===== config.mk =====
export PLATFORM = sky130hd
export DESIGN_NAME = tdm_demux4x3
export DESIGN_NICKNAME = d
export VERILOG_FILES = /design/src/rtl/tdm_pkg.sv /design/src/rtl/tdm_slot_ctr.sv /design/src/rtl/tdm_demux4x3.sv
export SDC_FILE = /design/constraint.sdc
export NUM_CORES = 1
export LEC_CHECK = 0
export CAP_MARGIN = 25
export CORE_AREA = 2 2 52 54
export CTS_CLUSTER_SIZE = 20
export DETAILED_ROUTE_END_ITERATION = 10
export DIE_AREA = 0 0 54 56
export DONT_BUFFER_PORTS = 1
export SLEW_MARGIN = 20
export SYNTH_ARGS = -nofsm -noshare
export SYNTH_HDL_FRONTEND = slang
export SYNTH_HIERARCHICAL = 1
export SYNTH_SLANG_ARGS = --single-unit

===== constraint.sdc =====
create_clock -name clk -period 2.2 [get_ports clk]
set_input_delay 0.22 -clock clk [delete_from_list [all_inputs] [get_ports clk]]
set_output_delay 0.22 -clock clk [all_outputs]
set_load 0.01 [all_outputs]

===== src/rtl/tdm_pkg.sv =====
// tdm_pkg: shared width, slot encodings and frame-state enum for the TDM demux
package tdm_pkg;
    localparam int WIDTH = 3;
    localparam int SLOTS = 4;
    typedef enum logic {HUNT, LOCKED} state_t;
    localparam logic [1:0] SLOT0 = 2'b00;
    localparam logic [1:0] SLOT1 = 2'b01;
    localparam logic [1:0] SLOT2 = 2'b10;
    localparam logic [1:0] SLOT3 = 2'b11;
endpackage


===== src/rtl/tdm_slot_ctr.sv =====
// tdm_slot_ctr: 2-bit slot counter with clear, load-to-1 and wrapping increment, gated by en
module tdm_slot_ctr (
    input  logic       clk,
    input  logic       rst,
    input  logic       en,
    input  logic       clr,
    input  logic       load1,
    input  logic       inc,
    output logic [1:0] slot
);
    always_ff @(posedge clk)
        if (rst) slot <= 2'b00;
        else if (en) slot <= clr ? 2'b00 : load1 ? 2'b01 : inc ? slot + 2'd1 : slot;
endmodule


===== src/rtl/tdm_demux4x3.sv =====
// tdm_demux4x3: rebuilds four channels from a slot-serialised stream, committing whole frames atomically
module tdm_demux4x3
    import tdm_pkg::*;
(
    input  logic             clk,
    input  logic             rst,
    input  logic             en,
    input  logic             sync,
    input  logic [WIDTH-1:0] d,
    output logic [WIDTH-1:0] w0,
    output logic [WIDTH-1:0] w1,
    output logic [WIDTH-1:0] w2,
    output logic [WIDTH-1:0] w3,
    output logic             f_valid,
    output logic             locked,
    output logic             err
);
    state_t state, state_n;
    logic [1:0] slot;
    logic clr, load1, inc, bad, commit;
    logic [WIDTH-1:0] sh0, sh1, sh2;

    tdm_slot_ctr u_ctr (
        .clk(clk), .rst(rst), .en(en), .clr(clr), .load1(load1), .inc(inc), .slot(slot)
    );

    always_comb begin
        state_n = state;
        clr = 1'b0;
        load1 = 1'b0;
        inc = 1'b0;
        bad = 1'b0;
        commit = 1'b0;
        if (en) begin
            if (state == HUNT) begin
                load1 = sync;
                state_n = sync ? LOCKED : HUNT;
            end else if (sync && slot != SLOT0) begin
                bad = 1'b1;
                load1 = 1'b1;
            end else if (!sync && slot == SLOT0) begin
                bad = 1'b1;
                clr = 1'b1;
                state_n = HUNT;
            end else if (slot == SLOT3) begin
                commit = 1'b1;
                clr = 1'b1;
            end else begin
                inc = 1'b1;
            end
        end
    end

    always_ff @(posedge clk) begin
        if (rst) begin
            state <= HUNT;
            {sh0, sh1, sh2} <= '0;
            {w0, w1, w2, w3} <= '0;
            f_valid <= 1'b0;
            err <= 1'b0;
        end else begin
            state <= state_n;
            f_valid <= commit;
            err <= bad;
            if (load1 || (inc && slot == SLOT0)) sh0 <= d;
            if (inc && slot == SLOT1) sh1 <= d;
            if (inc && slot == SLOT2) sh2 <= d;
            if (commit) {w0, w1, w2, w3} <= {sh0, sh1, sh2, d};
        end
    end

    assign locked = (state == LOCKED);
endmodule


# Yosys cells after proc, flatten, opt, wreduce, memory -nomap -nowiden
# Index checks and enable logic that the tools add are counted.
word_totals:
  regBits: 26
  latchBits: 0
  ramBits: 0
  mem_bits_ro: 0
  in_bits: 7
  output_inout_bits: 15
  elab_cells: 55
  n_memories: 0
classes:
  addsub: 1
  mul: 0
  n_div: 0
  n_lt_le_gt_ge: 0
  n_eq_ne: 3
  shift: 0
  muxes: 26
  bitwise: 2
  n_reduce_logical: 12
ops:
  columns: ["op", "n"]
  rows:
  - ["1-bit two-way mux", 23]
  - ["2-bit two-way mux", 3]
  - ["1-bit logical AND", 5]
  - ["2-bit equality test (second input constant)", 2]
  - ["3-bit nonzero test", 1]
  - ["3-bit OR reduction", 1]
  - ["2-bit by 1-bit adder with 2-bit output (second input constant)", 1]
  - ["2-bit by 1-bit equality test with 1-bit output (second input constant)", 1]
  - ["2-bit zero test", 1]
  - ["1-bit inverter", 2]
  - ["2-bit AND reduction", 1]
  - ["2-bit nonzero test", 1]
  - ["1-bit zero test", 1]
  - ["1-bit logical OR", 1]

# Logic depth before layout (Yosys ltp)
logic_depth:
  ltp_word: 9
  ltp_mapped: 9
  depth_no_buf: 8

# Cells and area by module
# The synthesis kept the hierarchy.
by_module_without_submodules:
  columns: ["mod", "instances", "cells_per_inst", "area_each_um2", "seq_area_each_um2"]
  rows:
  - ["tdm_demux4x3", 1, 125, 1101.1, 480.5]
  - ["tdm_slot_ctr", 1, 13, 110.1, 40.0]

# Least setup slack after synthesis
# OpenSTA, ideal clock, no wires.
synth_path:
  path_kind: "register to register"
  from: "reg u_ctr.slot[0]"
  to: "reg u_ctr.slot[1]"
  setup_time_ns: 0.119
  arrival_ns: 1.773
  required_ns: 2.081
  slack_ns: 0.308
  path_stages_with_launch: 10
  n_path_buf: 1
  synth_period_minus_slack_ns: 1.892
  path_cell_list: "dfxtp_1 -> nor2_1 -> inv_1 -> ha_1 -> nand3b_1 -> buf_2 -> nor2_1 -> a211oi_1 -> o21ai_0 -> a21oi_1"
synth_between:
  elab_chain_cells: 8
  elab_cells_between_ends: 24
  cone_classes: "add/sub: 1; eq/ne: 1; mux: 16; reduce/logical: 6"
synth_rtl:
  columns: ["item", "line", "source"]
  rows:
  - ["start: declaration", "tdm_slot_ctr.sv:9", "output logic [1:0] slot"]
  - ["start signal: assignment", "tdm_slot_ctr.sv:13", "else if (en) slot <= clr ? 2'b00 : load1 ? 2'b01 : inc ? slot + 2'd1 : slot;"]
  - ["2-bit equality test / 2-bit zero test (equally long branches)", "tdm_demux4x3.sv:45, tdm_demux4x3.sv:41", null]
  - ["1-bit two-way mux / 1-bit logical AND (equally long branches)", "tdm_demux4x3.sv:45, tdm_demux4x3.sv:41", null]
  - ["1-bit two-way mux", "tdm_demux4x3.sv:41", "end else if (!sync && slot == SLOT0) begin"]
  - ["1-bit two-way mux *", "tdm_demux4x3.sv:38", "end else if (sync && slot != SLOT0) begin"]
  - ["1-bit two-way mux *", "tdm_demux4x3.sv:35", "if (state == HUNT) begin"]
  - ["1-bit two-way mux *", "tdm_demux4x3.sv:34", "if (en) begin"]
  - ["via clr", "tdm_demux4x3.sv:20", "logic clr, load1, inc, bad, commit;"]
  - ["3-bit nonzero test (no line)", null, null]
  - ["2-bit AND reduction (no line)", null, null]
# The timed path passes the listed nets; every way through them passes the cells marked *. The select of a mux whose other input is x is not followed.
# A chain may end at the register's enable or synchronous reset.

# Final worst setup path
layout_path:
  from: "reg u_ctr.slot[1]"
  to: "reg u_ctr.slot[0]"
layout_between:
  elab_chain_cells: 8
  elab_cells_between_ends: 22
  cone_classes: "eq/ne: 1; mux: 15; reduce/logical: 6"
layout_rtl:
  columns: ["item", "line"]
  rows:
  - ["2-bit equality test / 2-bit zero test (equally long branches)", "tdm_demux4x3.sv:45, tdm_demux4x3.sv:41"]
  - ["1-bit two-way mux / 1-bit logical AND (equally long branches)", "tdm_demux4x3.sv:45, tdm_demux4x3.sv:41"]
  - ["1-bit two-way mux", "tdm_demux4x3.sv:41"]
  - ["1-bit two-way mux *", "tdm_demux4x3.sv:38"]
  - ["1-bit two-way mux *", "tdm_demux4x3.sv:35"]
  - ["1-bit two-way mux *", "tdm_demux4x3.sv:34"]
  - ["via inc", "tdm_demux4x3.sv:20"]
  - ["3-bit nonzero test (no line) *", null]
  - ["2-bit AND reduction (no line) *", null]
# The timed path passes the listed nets; every way through them passes the cells marked *.

==> impl_metrics.json <==
{
  "antenna_found_initial": 0,
  "p_clk_share_pct": 37.0,
  "die-area_um2": 3020,
  "crit_arrival_ns": 2.17,
  "area_delta_synth_final_pct": 6.51,
  "ff2ff_setup_slack_ns": 0.26,
  "synth_top_area_cell": "dfxtp_1",
  "r2r_end": "u_ctr/slot[0]$_SDFFE_PP0P_",
  "fp.dieH_um": 56,
  "gp_congestion": 0.715,
  "max_slew_margin_pct": 43.7,
  "path_max_fanout": 9,
  "hp-start": "d[2]",
  "synth_async_sr_flop_share_pct": 0,
  "syn-num-nets": 148,
  "ys.flop_type": "dfxtp_1",
  "period_minus_slack_ns": 1.94,
  "tritoncts": "yes",
  "fill_cells": 239,
  "grt_overflow": 0,
  "clk_pin_slew_ns": 0.15,
  "mappedNetlistArea_um2": 1210,
  "cts_buffers": 3,
  "p_per_area_nw_per_um2": 689,
  "swShare_pct": 21.8,
  "required_ns": 2.42,
  "grt_use_total_pct": 19.0,
  "grt_max_degree": 24,
  "start_util_pct": 49.8,
  "netlist.area_leader.share_pct": 43.0,
  "synth_edf_count": 0,
  "worst_pin_slew_ns": 0.842,
  "root_buffer": "clkbuf_4",
  "hpwl_um": 1730,
  "p_leak_nw": 0.448,
  "min_delay_path_depth": 2,
  "core_area_um2": 2430,
  "yosysWarnings": 6,
  "max-cap-violations": 0,
  "hold_viol_final": 0,
  "drtPass1Iterations": 4,
  "num_io_pins": 22,
  "io_buffers": 0,
  "clk_latency_ns": 0.32,
  "crit_type": "flip-flop to flip-flop",
  "cp-start-kind": "flip-flop",
  "ys_seq_area_share_pct": 43.0,
  "switchingPower_w": 0.000194,
  "fmax_ghz": 0.514,
  "vias_per_cell": 5.92,
  "ir_drop_uv": 440,
  "timing.rr.start": "u_ctr/slot[1]$_SDFFE_PP0P_",
  "min_path_type": "input pin to flip-flop",
  "drive_above_1_share_pct": 9.42,
  "final_antenna_net_count": 0,
  "syn_inst": 138,
  "fin_nets": 149,
  "grt_pass1_vias": 894,
  "critical_path.cell_chain": "nor2_1 -> buf_4 -> ha_1 -> nand4bb_1 -> nor2_1 -> o21ai_0 -> a221oi_1",
  "slowest_stage": "dfxtp_1",
  "hold_end": "sh2[2]$_SDFFE_PP0P_",
  "cts.sinks": 26,
  "htree_num_levels": 1,
  "drc": 0,
  "seq_power_share_pct": 54.8,
  "ys_ff_latch": 26,
  "synthDistinctLibCells": 29,
  "slew_violations": 0,
  "r2r_cells": 7,
  "timing.final.crit_share_pct": 88.4,
  "crit_path_frequent_cell": "nor2_1",
  "finClkSkew_ns": 0.00317,
  "finalSetupViolCount": 0,
  "routed_wl_um": 2600,
  "grt_pass1_wl_um": 4240,
  "num_rows": 18,
  "fin_setup_tns_ns": 0,
  "critPathMaxStageDelay_ns": 0.49,
  "final_cell_area_um2": 1290,
  "first_iter_violations": 28,
  "worst_setup_path_end_kind": "flip-flop",
  "syn-mean-instance-area_um2": 8.78,
  "rsz0062_at_grt": "no",
  "place_area_um2": 1220,
  "synth_area_leaders": "dfxtp_1, a21oi_1, nand3_1",
  "status": "complete, no violations",
  "antenna_cells": 0,
  "p_comb_share_pct": 8.1,
  "whs_ns": 0.0265,
  "die_x_um": 54,
  "vias": 995,
  "clockBufferDepth": 2,
  "routedWlPerCell_um": 15.5,
  "internal_power_w": 0.000695
}
-- how the worst max path moves through the flow --
| stage | slack, ns | endpoint | cells after the start | startpoint |
|---|---|---|---|---|
| 2_1_floorplan | 0.31 | u_ctr/slot[1]$_SDFFE_PP0P_ | 9 | u_ctr/slot[0]$_SDFFE_PP0P_ |
| 3_3_place_gp | 0.43 | u_ctr/slot[0]$_SDFFE_PP0P_ | 7 | u_ctr/slot[0]$_SDFFE_PP0P_ |
| 3_5_place_dp | 0.30 | u_ctr/slot[0]$_SDFFE_PP0P_ | 7 | u_ctr/slot[0]$_SDFFE_PP0P_ |
| 4_1_cts | 0.24 | u_ctr/slot[0]$_SDFFE_PP0P_ | 7 | u_ctr/slot[0]$_SDFFE_PP0P_ |
| 5_1_grt | 0.03 | u_ctr/slot[1]$_SDFFE_PP0P_ | 8 | u_ctr/slot[1]$_SDFFE_PP0P_ |
| 6_report | 0.26 | u_ctr/slot[0]$_SDFFE_PP0P_ | 7 | u_ctr/slot[1]$_SDFFE_PP0P_ |
-- per-stage QoR --
step | power (W) | setup slack (ns) | utilization [%] | std cells
floorplan | 0.000556 | 0.308 | - | 138
global placement | 0.000557 | 0.430 | 50.0 | 162
detailed placement | 0.000559 | 0.305 | 50.0 | 162
CTS | 0.000896 | 0.244 | 53.0 | 168
global route | 0.000924 | 0.0300 | 53.0 | 168
finish | 0.000889 | 0.256 | 53.0 | 168
-- area by class of cell --
cell class | count | area (µm²) | share of cell area, %
repair buffers | 6 | 50.0 | 3.88
well taps | 30 | 37.5 | 2.91
clock inverters | 1 | 30.0 | 2.33
clock buffers | 3 | 22.5 | 1.75
flip-flops and latches | 26 | 522 | 40.4
multi-input cells | 97 | 609 | 47.2
inverters | 5 | 18.8 | 1.45
-- cells in the mapped netlist (3+ instances only) --
| library cell | n |
|---|---|
| a21oi_1 | 20 |
| clkbuf_1 | 4 |
| dfxtp_1 | 26 |
| ha_1 | 3 |
| inv_1 | 5 |
| mux2i_1 | 3 |
| nand2_1 | 3 |
| nand2b_1 | 8 |
| nand3_1 | 19 |
| nor2_1 | 5 |
| o21ai_0 | 16 |
| o21ai_1 | 4 |
-- worst max-delay path: cells and delay by family (launching register included) --
| family | cells | cell delay [ns] |
|---|---|---|
| compound gates | 2 | 0.43 |
| fa+ha+maj | 1 | 0.20 |
| buf+inv | 1 | 0.16 |
| flops | 1 | 0.49 |
| simple gates | 3 | 0.56 |
-- cell usage in the layout, fill, tap and decap left out, drive strengths merged, types with 2 or more instances in the layout --
master / synthesis / layout
ha: 3 / 3
a21oi: 20 / 20
nor2: 5 / 5
nor2b: 2 / 2
nand3: 19 / 19
mux2i: 4 / 4
clkbuf: 4 / 3
nor3: 2 / 2
buf: 6 / 4
dlygate4sd3: 0 / 2
inv: 5 / 5
dfxtp: 26 / 26
nand2: 3 / 3
o21ai: 20 / 20
nand2b: 8 / 8
-- metal layers --
layer / vias up / global-route usage (%) / wire length, µm
li1: 492 / - / -
met1: 462 / 25.5 / 1200
met2: 39 / 30.5 / 1230
met3: 2 / 3.49 / 158
met4: 0 / 5.36 / 12
met5: - / 0 / 0
-- state kept, by name (all words and copies together), names as in the netlist --
register,cells
locked,1
sh0,3
u_ctr/slot,2
w1,3
w0,3
sh2,3
f_valid,1
sh1,3
err,1
w2,3
w3,3
-- cell families (layout without fill, tap and decap cells) --
family / Yosys count / count (layout) / share of synthesized area (%)
AOI/OAI and AO/OA: 45 / 45 / 21.4
adders and majority gates: 3 / 3 / 3.10
muxes: 4 / 4 / 4.34
buffers and inverters: 15 / 15 / 6.71
and+or+nand+nor: 45 / 45 / 21.5
DFF: 26 / 26 / 43.0
-- power groups by stage --
| stage | Combinational, W | Clock (W) | Sequential, W |
|---|---|---|---|
| after floorplan | 0.0000619 | 0 | 0.000494 |
| after global placement | 0.0000600 | 0 | 0.000497 |
| after detailed placement | 0.0000613 | 0 | 0.000498 |
| after CTS | 0.0000724 | 0.000336 | 0.000487 |
| after global routing | 0.0000784 | 0.000356 | 0.000490 |
| final | 0.0000724 | 0.000329 | 0.000488 |
-- timing repair --
action                                  CTS  global route
endpoints found under the hold margin    23             0
endpoints found under the setup margin    0             1
buffers inserted                          0             0
hold buffers                              2             0
resized for setup                         0             1
Power figures use the tool's default switching activity.
